<file path="src/rtl/pin_entry_terminal.sv">
// Keypad PIN terminal: collects four BCD digits, strobes the code to the gate
// controller and reports its verdict. Optional inter-digit timeout via KEYPAD_TIMEOUT_EN.
module pin_entry_terminal #(
    parameter int RESP_TIMEOUT  = 16,
    parameter int DIGIT_TIMEOUT = 64
) (
    input  logic        clk,
    input  logic        rst,
    input  logic        key_valid,
    input  logic [3:0]  key_digit,
    input  logic        key_clear,
    input  logic        key_enter,
    input  logic        open_gate,
    input  logic        wrong_pin,
    input  logic        blocked_gate,
    output logic [15:0] code,
    output logic        code_valid,
    output logic [2:0]  digit_count,
    output logic        entry_locked,
    output logic        key_error,
    output logic        accepted,
    output logic        rejected,
    output logic        resp_timeout
);

    localparam int TMAX = (RESP_TIMEOUT > DIGIT_TIMEOUT) ? RESP_TIMEOUT : DIGIT_TIMEOUT;
    localparam int TW   = $clog2(TMAX + 1);

    typedef enum logic [2:0] {
        S_IDLE    = 3'd0,
        S_COLLECT = 3'd1,
        S_SEND    = 3'd2,
        S_WAIT    = 3'd3,
        S_LOCKED  = 3'd4
    } state_t;

    state_t        r_state, w_state_nxt;
    logic [15:0]   r_code, w_code_nxt;
    logic [2:0]    r_cnt, w_cnt_nxt;
    logic [TW-1:0] r_timer, w_timer_nxt;
    logic          r_err, r_acc, r_rej, r_to;
    logic          w_err_nxt, w_acc_nxt, w_rej_nxt, w_to_nxt;
    logic          w_digit_ok;

    assign w_digit_ok = (key_digit <= 4'd9);

    always_ff @(posedge clk) begin
        if (!rst) begin
            r_state <= S_IDLE;
            r_code  <= 16'h0000;
            r_cnt   <= 3'd0;
            r_timer <= '0;
            r_err   <= 1'b0;
            r_acc   <= 1'b0;
            r_rej   <= 1'b0;
            r_to    <= 1'b0;
        end else begin
            r_state <= w_state_nxt;
            r_code  <= w_code_nxt;
            r_cnt   <= w_cnt_nxt;
            r_timer <= w_timer_nxt;
            r_err   <= w_err_nxt;
            r_acc   <= w_acc_nxt;
            r_rej   <= w_rej_nxt;
            r_to    <= w_to_nxt;
        end
    end

    // Timer is shared: response wait in WAIT, inter-digit inactivity in COLLECT.
    always_comb begin
        w_state_nxt = r_state;
        w_code_nxt  = r_code;
        w_cnt_nxt   = r_cnt;
        w_timer_nxt = '0;
        w_err_nxt   = 1'b0;
        w_acc_nxt   = 1'b0;
        w_rej_nxt   = 1'b0;
        w_to_nxt    = 1'b0;
        case (r_state)
            S_IDLE: begin
                if (key_clear) begin
                    w_code_nxt = 16'h0000;
                end else if (key_enter) begin
                    w_err_nxt = 1'b1;
                end else if (key_valid) begin
                    if (w_digit_ok) begin
                        w_code_nxt  = {12'h000, key_digit};
                        w_cnt_nxt   = 3'd1;
                        w_state_nxt = S_COLLECT;
                    end else begin
                        w_err_nxt = 1'b1;
                    end
                end
            end
            S_COLLECT: begin
`ifdef KEYPAD_TIMEOUT_EN
                w_timer_nxt = (key_valid || key_clear || key_enter) ? '0 : r_timer + TW'(1);
`endif
                if (key_clear) begin
                    w_code_nxt  = 16'h0000;
                    w_cnt_nxt   = 3'd0;
                    w_state_nxt = S_IDLE;
                end else if (key_enter) begin
                    if (r_cnt == 3'd4) w_state_nxt = S_SEND;
                    else               w_err_nxt   = 1'b1;
                end else if (key_valid) begin
                    if (w_digit_ok && r_cnt != 3'd4) begin
                        w_code_nxt = {r_code[11:0], key_digit};
                        w_cnt_nxt  = r_cnt + 3'd1;
                    end else begin
                        w_err_nxt = 1'b1;
                    end
                end
`ifdef KEYPAD_TIMEOUT_EN
                else if (r_timer == TW'(DIGIT_TIMEOUT - 1)) begin
                    w_err_nxt   = 1'b1;
                    w_code_nxt  = 16'h0000;
                    w_cnt_nxt   = 3'd0;
                    w_state_nxt = S_IDLE;
                end
`endif
            end
            S_SEND: begin
                w_state_nxt = S_WAIT;
            end
            S_WAIT: begin
                w_timer_nxt = r_timer + TW'(1);
                if (blocked_gate) begin
                    w_code_nxt  = 16'h0000;
                    w_cnt_nxt   = 3'd0;
                    w_state_nxt = S_LOCKED;
                end else if (open_gate || wrong_pin || r_timer == TW'(RESP_TIMEOUT - 1)) begin
                    // A verdict in the expiry cycle takes precedence over the timeout.
                    w_acc_nxt   = open_gate;
                    w_rej_nxt   = !open_gate && wrong_pin;
                    w_to_nxt    = !open_gate && !wrong_pin;
                    w_code_nxt  = 16'h0000;
                    w_cnt_nxt   = 3'd0;
                    w_state_nxt = S_IDLE;
                end
            end
            S_LOCKED: begin
                w_code_nxt = 16'h0000;
                w_cnt_nxt  = 3'd0;
                if (!blocked_gate) w_state_nxt = S_IDLE;
            end
            default: begin
                w_code_nxt  = 16'h0000;
                w_cnt_nxt   = 3'd0;
                w_state_nxt = S_IDLE;
            end
        endcase
    end

    always_comb begin
        code         = r_code;
        digit_count  = r_cnt;
        code_valid   = (r_state == S_SEND);
        entry_locked = (r_state == S_LOCKED);
        key_error    = r_err;
        accepted     = r_acc;
        rejected     = r_rej;
        resp_timeout = r_to;
    end

endmodule
</file>
<file path="config.mk">
export PLATFORM = sky130hd
export DESIGN_NAME = pin_entry_terminal
export DESIGN_NICKNAME = d
export VERILOG_FILES = /design/src/rtl/pin_entry_terminal.sv
export SDC_FILE = /design/constraint.sdc
export NUM_CORES = 1
export LEC_CHECK = 0
export BUFFER_PORTS_ARGS = -buffer_cell sky130_fd_sc_hd__buf_2
export CORE_MARGIN = 2
export CORE_UTILIZATION = 52
export CTS_BUF_LIST = sky130_fd_sc_hd__clkbuf_16
export DETAILED_ROUTE_END_ITERATION = 16
export HOLD_SLACK_MARGIN = 0.1
export PLACE_DENSITY_LB_ADDON = 0.2
export SLEW_MARGIN = 20
export SYNTH_ARGS = -nofsm -noshare
export SYNTH_HDL_FRONTEND = slang
export SYNTH_SLANG_ARGS = --single-unit
</file>
<file path="constraint.sdc">
create_clock -name clk -period 2.1 [get_ports clk]
set_input_delay 0.42 -clock clk [delete_from_list [all_inputs] [get_ports clk]]
set_output_delay 0.42 -clock clk [all_outputs]
set_load 0.05 [all_outputs]
</file>
==> results.toml <==
[yosys]
synthesis.nets = 190
syn_area_um2 = 1570
syn_inst = 175
synth_edf_count = 0
synth.area.top_cells = "dfxtp_1 (42%), mux2i_1 (10%), nand2_1 (6.2%)"
synth_cell_types = 41
ys_ff_latch = 33
synth_top_area_frac = 0.422
async_flop_share = 0
syn_area_per_cell_um2 = 8.95
synth_warnings = 0
yosysMostFrequentCell = "dfxtp_1"
yosysTopAreaCell = "dfxtp_1"
seq_area_frac_synth = 0.422
synthTopCellsByCount = "dfxtp_1 (33), nand2_1 (26), mux2i_1 (16), nand3_1 (16), nor2_1 (9)"
synth_flop_cell = "dfxtp_1"

[sta]
finalCriticalPeriod_ns = 1.92
fin_hold_ws_ns = 0.369
finalWorstSetupSlack_ns = 0.175
rsz0062_at_grt = "no"
finalHoldViolCount = 0
drv_slew = 0
worst_pin_slew_ns = 0.425
fin_crit_sh = 0.917
clock_skew_ns = 0.00342
fmax_ghz = 0.520
timing.slew.headroom = 0.714
tns_ns = 0
setup_violations = 0

[clock_tree]
clkTransAtPathRegs_ns = 0.05
cts_made_buffers = 5
ctsRootBufferMaster = "clkbuf_16"
clk_latency_ns = 0.27
htreeDepth = 2
cts_tree = "done"
clkSinkCount = 33
post-cts-setup-buffers = 0
clk_path_buf_depth = 2

[final_layout]
drive_above_1_share = 0.246
postLayoutCellArea_um2 = 1890
fin_util = 0.675
num_antenna_cells = 0
nFillCells = 234
nets = 226
area_delta_synth_final_pct = 20.8

[outcome]
outcome = "complete, but fails checks"
violations = "DRC"

[routing]
vias = 1388
route.detailed.drc = 1
first_pass_iters = 10
viasPerCell = 5.74
wire_per_inst_um = 12.6
drtIter0Drc = 39
finalWirelength_um = 3040
ant_nets = 0

[die]
coreArea_um2 = 2810
start_util = 0.558
io_pins = 37
rows = 19
die_h_um = 58.9
dieArea_um2 = 3470
die_x_um = 58.9

[grt]
antenna_found_initial = 0
grt_pass1_vias = 1211
grt_usage = 0.190
grt_pass1_wl_um = 5060
grt_overflow = 0
grt_max_degree = 37

[placement]
dp_hpwl_um = 2240
numPortBuffers = 36
globalplace.congestion = 0.861
place_area_um2 = 1760
place_ws_ns = 0.214

[critical_path]
worstReg2RegEnd = "code[10]"
worst-endpoint-required_ns = 1.68
cp.arrival_ns = 1.50
cp-end-kind = "output pin"
r2r_slack_ns = 0.31
r2r-start = "r_state[0]"
crit_path_start_kind = "flop"
critical_path_class = "flop to output pin"
crit_fanout = 11
r2r_cells = 6

[pwr]
leakagePower_uw = 0.000837
p_per_area_nw_per_um2 = 744
vdd_ir_drop_max_mv = 0.412

[worst_hold_path]
worstHoldPathCells = 2
hold_path_startpoint = "open_gate"
whs_endpoint = "rejected"
hold_path_class = "primary input to flop"

[run]
drv_cap = 0
## per-layer routing
layer  GRT usage  up-vias  wire [µm]
li1            -      679          -
met1       0.218      671       1300
met2       0.332       32       1550
met3      0.0462        6        165
met4      0.0877        0         37
met5           0        -          0
## sequential cells by signal, indices dropped and copies added (netlist names)
register and flops:
accepted 1, code 16, digit_count 3, key_error 1
r_state 3, r_timer 7, rejected 1, resp_timeout 1
## layout by cell type (no fill, tap or decap), types with 3 or more instances in the layout
| cell type | Yosys | final |
|---|---|---|
| a21oi_1 | 7 | 7 |
| buf_2 | 4 | 36 |
| clkbuf_16 | 0 | 5 |
| dfxtp_1 | 33 | 32 |
| ha_1 | 3 | 3 |
| inv_1 | 5 | 6 |
| mux2i_1 | 16 | 16 |
| nand2_1 | 26 | 26 |
| nand2b_1 | 6 | 6 |
| nand3_1 | 16 | 16 |
| nor2_1 | 9 | 9 |
| nor2b_1 | 3 | 3 |
| nor3_1 | 5 | 5 |
| o21ai_0 | 5 | 5 |
## power by group
group,total [µW],switching [µW],internal (µW)
logic,124,77.5,46.0
registers,643,7.48,635
clock network,643,222,421
## timing repair
action / 4_1_cts / 5_1_grt
endpoints found under the setup margin: 0 / 1
hold buffers: 0 / 0
hold endpoints to repair: 0 / 0
gates resized for setup: 0 / 1
## through the flow
step	cells	total power [µW]
after floorplan	175	747
after global placement	235	775
after detailed placement	235	779
after CTS	242	1430
after global routing	242	1460
final	242	1410
## kinds of logic (layout without fill, tap and decap cells)
family	after synthesis	count (layout)	synth area share
xor+xnor	4	4	0.0224
fa+ha+maj	3	3	0.0240
flops	33	33	0.422
simple gates	80	80	0.266
compound gates	24	24	0.109
buf+inv	15	51	0.0543
mux	16	16	0.102
## worst max-delay path by stage
stage                               from        endpoint  slack [ns]  cells past startpoint
after global routing          r_state[1]      code_valid        0.11                      3
final                         r_state[1]      code_valid        0.18                      3
after floorplan           digit_count[0]         code[0]        0.07                      9
after global placement      key_digit[1]  digit_count[2]        0.28                      6
after CTS                     r_state[1]      code_valid        0.08                      3
after detailed placement    key_digit[1]  digit_count[2]        0.21                      6
## layout make-up
class,count,area (µm²),area share
clock buffer,5,125,0.0661
clock inverter,2,7.51,0.00397
inverter,5,18.8,0.00991
multi-input combinational,127,826,0.436
sequential,33,662,0.350
tap,31,38.8,0.0205
timing repair buffer,39,215,0.114
## worst max-delay path: stages (launching register included)
cell and delay, ns:
dfxtp_2 0.43, or3b_2 0.49, inv_1 0.06, buf_2 0.25
Power figures use the tool's default switching activity.
